===== config.mk =====
export PLATFORM = sky130hd
export DESIGN_NAME = axis_fifo
export DESIGN_NICKNAME = d
export VERILOG_FILES = /design/src/rtl/axis_fifo.sv
export SDC_FILE = /design/constraint.sdc
export NUM_CORES = 1
export LEC_CHECK = 0
export BUFFER_PORTS_ARGS = -buffer_cell sky130_fd_sc_hd__buf_2
export CAP_MARGIN = 40
export CELL_PAD_IN_SITES_DETAIL_PLACEMENT = 1
export CELL_PAD_IN_SITES_GLOBAL_PLACEMENT = 1
export CORE_ASPECT_RATIO = 0.7
export CORE_MARGIN = 3
export CORE_UTILIZATION = 59
export CTS_CLUSTER_DIAMETER = 50
export DETAILED_ROUTE_END_ITERATION = 7
export HOLD_SLACK_MARGIN = 0.12
export PLACE_DENSITY = 0.85
export SYNTH_ARGS = -nofsm -noshare
export SYNTH_HDL_FRONTEND = slang
export SYNTH_SLANG_ARGS = --single-unit
export TNS_END_PERCENT = 5

===== constraint.sdc =====
create_clock -name s_aclk -period 7.19 [get_ports s_aclk]
set_input_delay 0.3595 -clock s_aclk [delete_from_list [all_inputs] [get_ports s_aclk]]
set_output_delay 0.3595 -clock s_aclk [all_outputs]
set_load 0.1 [all_outputs]

===== src/rtl/axis_fifo.sv =====
// Single-clock AXI4-Stream FIFO carrying {tlast,tdata} per beat, first-word-fall-through.
// The head entry is presented on m_* whenever the FIFO holds at least one beat.
module axis_fifo #(
  parameter int DATA_WIDTH = 32,
  parameter int DEPTH      = 16
) (
  input  logic                     s_aclk,
  input  logic                     s_areset_n,
  input  logic [DATA_WIDTH-1:0]    s_tdata,
  input  logic                     s_tvalid,
  output logic                     s_tready,
  input  logic                     s_tlast,
  output logic [DATA_WIDTH-1:0]    m_tdata,
  output logic                     m_tvalid,
  input  logic                     m_tready,
  output logic                     m_tlast,
  output logic [$clog2(DEPTH):0]   fill_count
);

  localparam int ADDR_W = $clog2(DEPTH);

  logic [DATA_WIDTH:0] mem_reg [DEPTH];
  logic [ADDR_W:0]     wr_ptr_reg;
  logic [ADDR_W:0]     rd_ptr_reg;
  logic                ready_en_reg;
  logic                empty;
  logic                full;
  logic                push;
  logic                pop;
  logic [DATA_WIDTH:0] head;

  // Pointer MSB is a wrap flag: equal low bits with differing MSBs means full.
  assign empty = (wr_ptr_reg == rd_ptr_reg);
  assign full  = (wr_ptr_reg[ADDR_W-1:0] == rd_ptr_reg[ADDR_W-1:0]) &&
                 (wr_ptr_reg[ADDR_W] != rd_ptr_reg[ADDR_W]);

  assign s_tready   = ready_en_reg & ~full;
  assign m_tvalid   = ~empty;
  assign push       = s_tvalid & s_tready;
  assign pop        = m_tvalid & m_tready;
  assign fill_count = wr_ptr_reg - rd_ptr_reg;

  assign head    = mem_reg[rd_ptr_reg[ADDR_W-1:0]];
  assign m_tdata = m_tvalid ? head[DATA_WIDTH-1:0] : '0;
  assign m_tlast = m_tvalid ? head[DATA_WIDTH] : 1'b0;

  always_ff @(posedge s_aclk or negedge s_areset_n) begin
    if (!s_areset_n) begin
      wr_ptr_reg   <= '0;
      rd_ptr_reg   <= '0;
      ready_en_reg <= 1'b0;
    end else begin
      ready_en_reg <= 1'b1;
      if (push) wr_ptr_reg <= wr_ptr_reg + 1'b1;
      if (pop)  rd_ptr_reg <= rd_ptr_reg + 1'b1;
    end
  end

  // Storage is deliberately left unreset; pointers alone define validity.
  always_ff @(posedge s_aclk) begin
    if (push) mem_reg[wr_ptr_reg[ADDR_W-1:0]] <= {s_tlast, s_tdata};
  end

endmodule


## Yosys cells after proc, flatten, opt, wreduce, memory -nomap -nowiden

Memories as Yosys holds them, arrays and structs flattened.
Cells that the tools add are included.
W data, S select, Z words.

| operators by class | value |
|---|---|
| $add $sub $neg | 3 |
| multiply operators | 0 |
| div/mod/pow operators | 0 |
| order comparisons | 0 |
| eq/ne operators | 3 |
| shift-type cells | 0 |
| multiplexer cells | 4 |
| bitwise gates (word level) | 5 |
| reductions and logical operators | 1 |

Operators by type and width:

| cell | count |
|---|---|
| $mux W32 | 1 |
| $add A5 B1 Y5 const B | 2 |
| $eq A5 B5 Y1 | 1 |
| $sub A5 B5 Y5 | 1 |
| $eq A4 B4 Y1 | 1 |
| $and A1 B1 Y1 | 3 |
| $mux W1 | 3 |
| $not A1 Y1 | 2 |
| $logic_and A1 B1 Y1 | 1 |
| $ne A1 B1 Y1 | 1 |

| storage, ports and cells | value |
|---|---|
| register bits after elaboration | 11 |
| latch bits | 0 |
| RAM bits | 528 |
| bits in read-only memories | 0 |
| input port bits | 37 |
| output and inout port bits | 40 |
| logic and storage cells | 20 |
| memories kept | 1 |

Memories:

| memory | words | bits a word | read ports | clocked after memory_dff | wr ports | RTL line | text |
|---|---|---|---|---|---|---|---|
| mem_reg | 16 | 33 | 1 | 0 | 1 | 22 | `logic [DATA_WIDTH:0] mem_reg [DEPTH];` |

## Depth between registers and ports, before layout

| depth | value |
|---|---|
| depth after elaboration | 7 |
| mapped depth | 11 |
| gate-level depth less buffers | 7 |

## Worst setup path after synthesis

No wires, ideal clock.

| timing | value |
|---|---|
| path type | register -> register |
| start point | register rd_ptr_reg[1] |
| end point | memory mem_reg[0][0] (netlist bit), enable pin |
| library setup time | 0.464 ns |
| arrival | 4.139 ns |
| required time | 6.726 ns |
| setup slack | 2.587 ns |
| stages on the path, launching flop included | 9 |
| buffers on the path | 2 |
| period minus slack after synthesis | 4.603 ns |
| cell sequence | dfrtp_1 -> clkbuf_1 -> clkinv_1 -> clkbuf_1 -> ha_1 -> nand4_2 -> o211a_1 -> nand2_1 -> nor3_1 |

| on the way | value |
|---|---|
| longest elaborated chain between the ends | 7 |

RTL lines:

| item | RTL line | text |
|---|---|---|
| start, declared | 24 | `logic [ADDR_W:0] rd_ptr_reg;` |
| start signal, assigned | 55 | `if (pop) rd_ptr_reg <= rd_ptr_reg + 1'b1;` |
| $eq A4 B4 Y1 | 34 | `assign full = (wr_ptr_reg[ADDR_W-1:0] == rd_ptr_reg[ADDR_W-1:0]) &&` |
| $logic_and A1 B1 Y1 | 34 |  |
| $not A1 Y1 | 37 | `assign s_tready = ready_en_reg & ~full;` |
| $and A1 B1 Y1 | 37 |  |
| $and A1 B1 Y1 | 39 | `assign push = s_tvalid & s_tready;` |
| $mux W1 | 61 | `if (push) mem_reg[wr_ptr_reg[ADDR_W-1:0]] <= {s_tlast, s_tdata};` |
| $mux W1 (implied by the code) | 61 |  |
| end, declared | 22 |  |

No other way between the ends.

## Worst setup path in the final report

| timing | value |
|---|---|
| start point | register rd_ptr_reg[1] |
| end point | output m_tdata[28] |

| on the way | value |
|---|---|
| longest elaborated chain between the ends | 2 |
| elaborated cells between the ends (all ways) | 3 |
| classes of those cells | 1 x eq/ne; 1 x mux; 1 x memory |

RTL lines:

| item | RTL line | text |
|---|---|---|
| $mem_v2 Z16 W33 or $eq A5 B5 Y1 (tied branches) | - |  |
| $mux W32 * | 44 | `assign m_tdata = m_tvalid ? head[DATA_WIDTH-1:0] : '0;` |
| end, declared | 13 | `output logic [DATA_WIDTH-1:0] m_tdata,` |

Every way passes the cells marked *; elsewhere a longest branch is shown, timed or not.

==> results.txt <==
* Final global-route overflow total: 0
- Yosys attributes the largest share of cell area to sky130_fd_sc_hd__edfxtp_1, sky130_fd_sc_hd__mux4_2, sky130_fd_sc_hd__nand2_1.
- Sequential element share of the synthesized area: 77.3%
* Pin count of the biggest net entering global routing: 60
- The longest clock path from root to sink contains 3 buffers.
- For the worst setup path, the data required time is 6.83 ns.
* Mean routed wirelength per cell: 32.2 um
- Counting every instance in the synthesized netlist gives 959.
* Worst path cell trace: clkinv_1 > buf_4 > ha_1 > nand4_2 > or2_1 > and2_2 > buf_12 > a221o_1 > buf_2
- Once the floorplan was initialized, standard cells occupied 61.0% of the core.
- Worst reg2reg path startpoint: rd_ptr_reg[1]$_DFFE_PN0P_
- The hold violation count in the final report was 0.
- On the critical path the largest part of the delay comes from buffers and inverters.
- Die area: 0.0377 sq mm
* NumNets Final: 1,114
- STA puts the critical path data arrival time at 4.28 ns.
* Share of the synthesized area in the top cell type: 76.0%
* Routed vias: 10,176
* Number of flip-flops under the largest register name: 528
* Setup repair after global routing missed its margin: no
* Share of async-settable or async-resettable flops after synthesis: 2.04%
- Once the clock tree was built, the resizer swapped 0 gates to a different size.
- For this block, the routed nets add up to 50,500 um of wire.
* Area share of xor/xnor cells in the synthesized design: 0.546%
* Clk_skew: 0.0226 ns
* Worst min-delay path class: input pin to register
* Crit path time final: 4.63 ns
- Placeable Area: 0.0342 sq mm
- Along the worst path, the maximum fanout reaches 42.
- Synthesized net count: 1,006
- The largest individual stage delay along the critical path comes from the cell sky130_fd_sc_hd__dfrtp_4.
* GPL Wtd Cong: 0.740
* Via density per instance: 6.48
- Global-route usage over all layers: 27.9%
* Critical path start-end classification: register to output pin
- Setup total negative slack on the finished layout was measured at 0 ns.
* Count of flip-flops with a built-in enable after synthesis: 528
- Of the available clock period, the critical path in the final layout requires 64.5%.
* Post-Synth Simple-Gate Area: 3.53%
* Initial drt markers: 1,290
- Post-synthesis instance area: 0.0209 sq mm
* Antenna Nets Post-Route: 0
- The finished cells cover 0.0235 sq mm.
- Clock insertion delay at the later pin of the skew report: 0.57 ns
* Count of port buffers added during placement: 76
- After synthesis, the largest family of logic cells by area is multiplexers.
- Across the run, the number of max-cap violations was 0.
- Post-DP HPWL: 29,900 um
- The synthesized netlist devotes 0.635% of its cell area to adder and majority cells.
* Number of buffers created by CTS: 48
- Worst rel slew slack: 48.8%
* Setup Buffers After CTS: 0
- For this design the top-level I/O count stands at 77.
- STA classifies the critical path endpoint as an output pin.
- Proportion of synthesized area in mux cells: 14.5%
* DR pass1 iterations: 5
* Source of the worst hold timing path: s_tlast
* Distinct cell type count of the synthesized netlist: 37
* CP startpoint: rd_ptr_reg[1]$_DFFE_PN0P_
* Wire length of the first global-routing pass: 74,800 um
- For this run, the slowest stage of the critical path takes 0.83 ns.
- The floorplan has 56 rows.
* DRC: 0
- Root buffer selected by CTS: sky130_fd_sc_hd__clkbuf_16
- Most frequently used cell type in the post-synthesis netlist: sky130_fd_sc_hd__edfxtp_1
- Number of warning messages in the yosys log: 0
- After synthesis, the mean cell area works out to 21.8 sq um.
* TritonCTS sink count: 539
- In the synthesized netlist, the cells that appear most often are sky130_fd_sc_hd__edfxtp_1, sky130_fd_sc_hd__mux4_2, sky130_fd_sc_hd__nand2_1.
- The count of pins over their slew limit came to 0.
* Growth of design area from synthesis to finish: 12.7%
- Pin slew with the least headroom to its limit: 0.766 ns
- Among all flip-flop cells after synthesis, the most frequent one is sky130_fd_sc_hd__edfxtp_1.
* Vertical die dimension: 163 um
- Core utilization of the finished layout: 68.8%
- The flow ran to the end, and the final reports show no timing, DRC or antenna violations.
- In this run, post-CTS hold repair placed 2 buffers.
- After synthesis the netlist holds a flip-flop and latch count of 539.
- Biggest area consumer among synthesized cells: sky130_fd_sc_hd__edfxtp_1
- The worst setup path is launched from a register.
* CP Buf/Inv Count: 4
- Clock-pin slew was measured on the worst setup and hold paths at 0.07 ns.
* Max frequency: 0.216 GHz
- Number of levels the H-tree was split into: 2
* Via count of the first global-routing pass: 10,991
* Number of antenna violations at the first check in global routing: 2
- The placed instances occupy a cell area of 0.0220 sq mm.
- Final Setup Violations: 0
* Post-synthesis compound-gate area fraction: 1.84%
* Die Wd: 231 um
- Share of final-layout standard cells stronger than drive strength 1: 29.3%
* Clock tree from TritonCTS: yes
-- final cells by class --
cell class | instances | area [sq um]
diodes | 1 | 2.50
clock buffers | 60 | 1270
clock inverters | 28 | 236
fillers | 2708 | 10700
inverters | 7 | 26.3
multi-input cells | 362 | 4500
flip-flops and latches | 539 | 16100
well taps | 464 | 581
repair buffers | 109 | 763
-- cells by family (layout without fill, tap and decap cells) --
logic type,count (synthesis),in the layout
other,1,2
adder cells (fa/ha/maj),10,10
XOR/XNOR,13,13
flip-flops,539,539
AO/OA/AOI/OAI,41,41
AND/OR/NAND/NOR,163,163
buffers and inverters,58,204
multiplexers,134,134
-- metrics by stage --
stage               hold slack (ns)  instances  worst slack [ns]
floorplan                    0.0639        959              2.59
CTS                           0.143       1568              2.03
global placement              0.245       1469              3.01
finish                        0.170       1570              2.56
global route                  0.175       1570              2.39
detailed placement            0.252       1478              2.76
-- worst paths after layout --
path | end | slack [ns] | cells past startpoint
worst max-delay path | m_tdata[28] | 2.56 | 9
worst min-delay path | mem_reg[8][32]$_DFFE_PP_ | 0.17 | 1
worst max register to register | mem_reg[9][19]$_DFFE_PP_ | 3.15 | 8
worst min register to register | rd_ptr_reg[4]$_DFFE_PN0P_ | 0.56 | 1
max in group asynchronous | rd_ptr_reg[0]$_DFFE_PN0P_ | 6.72 | 2
min in group asynchronous | rd_ptr_reg[1]$_DFFE_PN0P_ | 0.23 | 2
-- routing by layer --
layer  wire length [um]  vias up  track usage (%)
li1                   -     4163                -
met4               1090        2             7.51
met1              19900     5397             39.8
met5                 13        -                0
met2              25500      526             45.7
met3               3980       88             4.93
-- placed cells by master, fill, tap and decap left out, types with 3 or more instances in the layout --
master | netlist | layout
sky130_fd_sc_hd__edfxtp_1 | 528 | 528
sky130_fd_sc_hd__mux4_2 | 129 | 129
sky130_fd_sc_hd__nand2_1 | 102 | 102
sky130_fd_sc_hd__buf_2 | 10 | 76
sky130_fd_sc_hd__clkbuf_16 | 0 | 49
sky130_fd_sc_hd__nor2b_1 | 32 | 32
sky130_fd_sc_hd__a221o_1 | 32 | 32
sky130_fd_sc_hd__buf_4 | 0 | 23
sky130_fd_sc_hd__clkinv_1 | 1 | 13
sky130_fd_sc_hd__nor2_4 | 0 | 12
sky130_fd_sc_hd__clkbuf_1 | 21 | 11
sky130_fd_sc_hd__xnor2_1 | 10 | 10
sky130_fd_sc_hd__ha_1 | 9 | 9
sky130_fd_sc_hd__clkinv_2 | 0 | 8
sky130_fd_sc_hd__dfrtp_1 | 11 | 8
sky130_fd_sc_hd__inv_1 | 6 | 6
sky130_fd_sc_hd__mux4_1 | 4 | 4
sky130_fd_sc_hd__nor3_2 | 0 | 4
sky130_fd_sc_hd__bufinv_16 | 0 | 4
sky130_fd_sc_hd__buf_16 | 0 | 4
sky130_fd_sc_hd__buf_12 | 0 | 4
sky130_fd_sc_hd__xor2_1 | 3 | 3
sky130_fd_sc_hd__nand3_1 | 3 | 3
sky130_fd_sc_hd__clkinvlp_4 | 0 | 3
sky130_fd_sc_hd__dfrtp_4 | 0 | 3
Power is left out: the tool's default activity adds up to more than one toggle a clock period on the data nets, which glitch-free logic cannot reach.
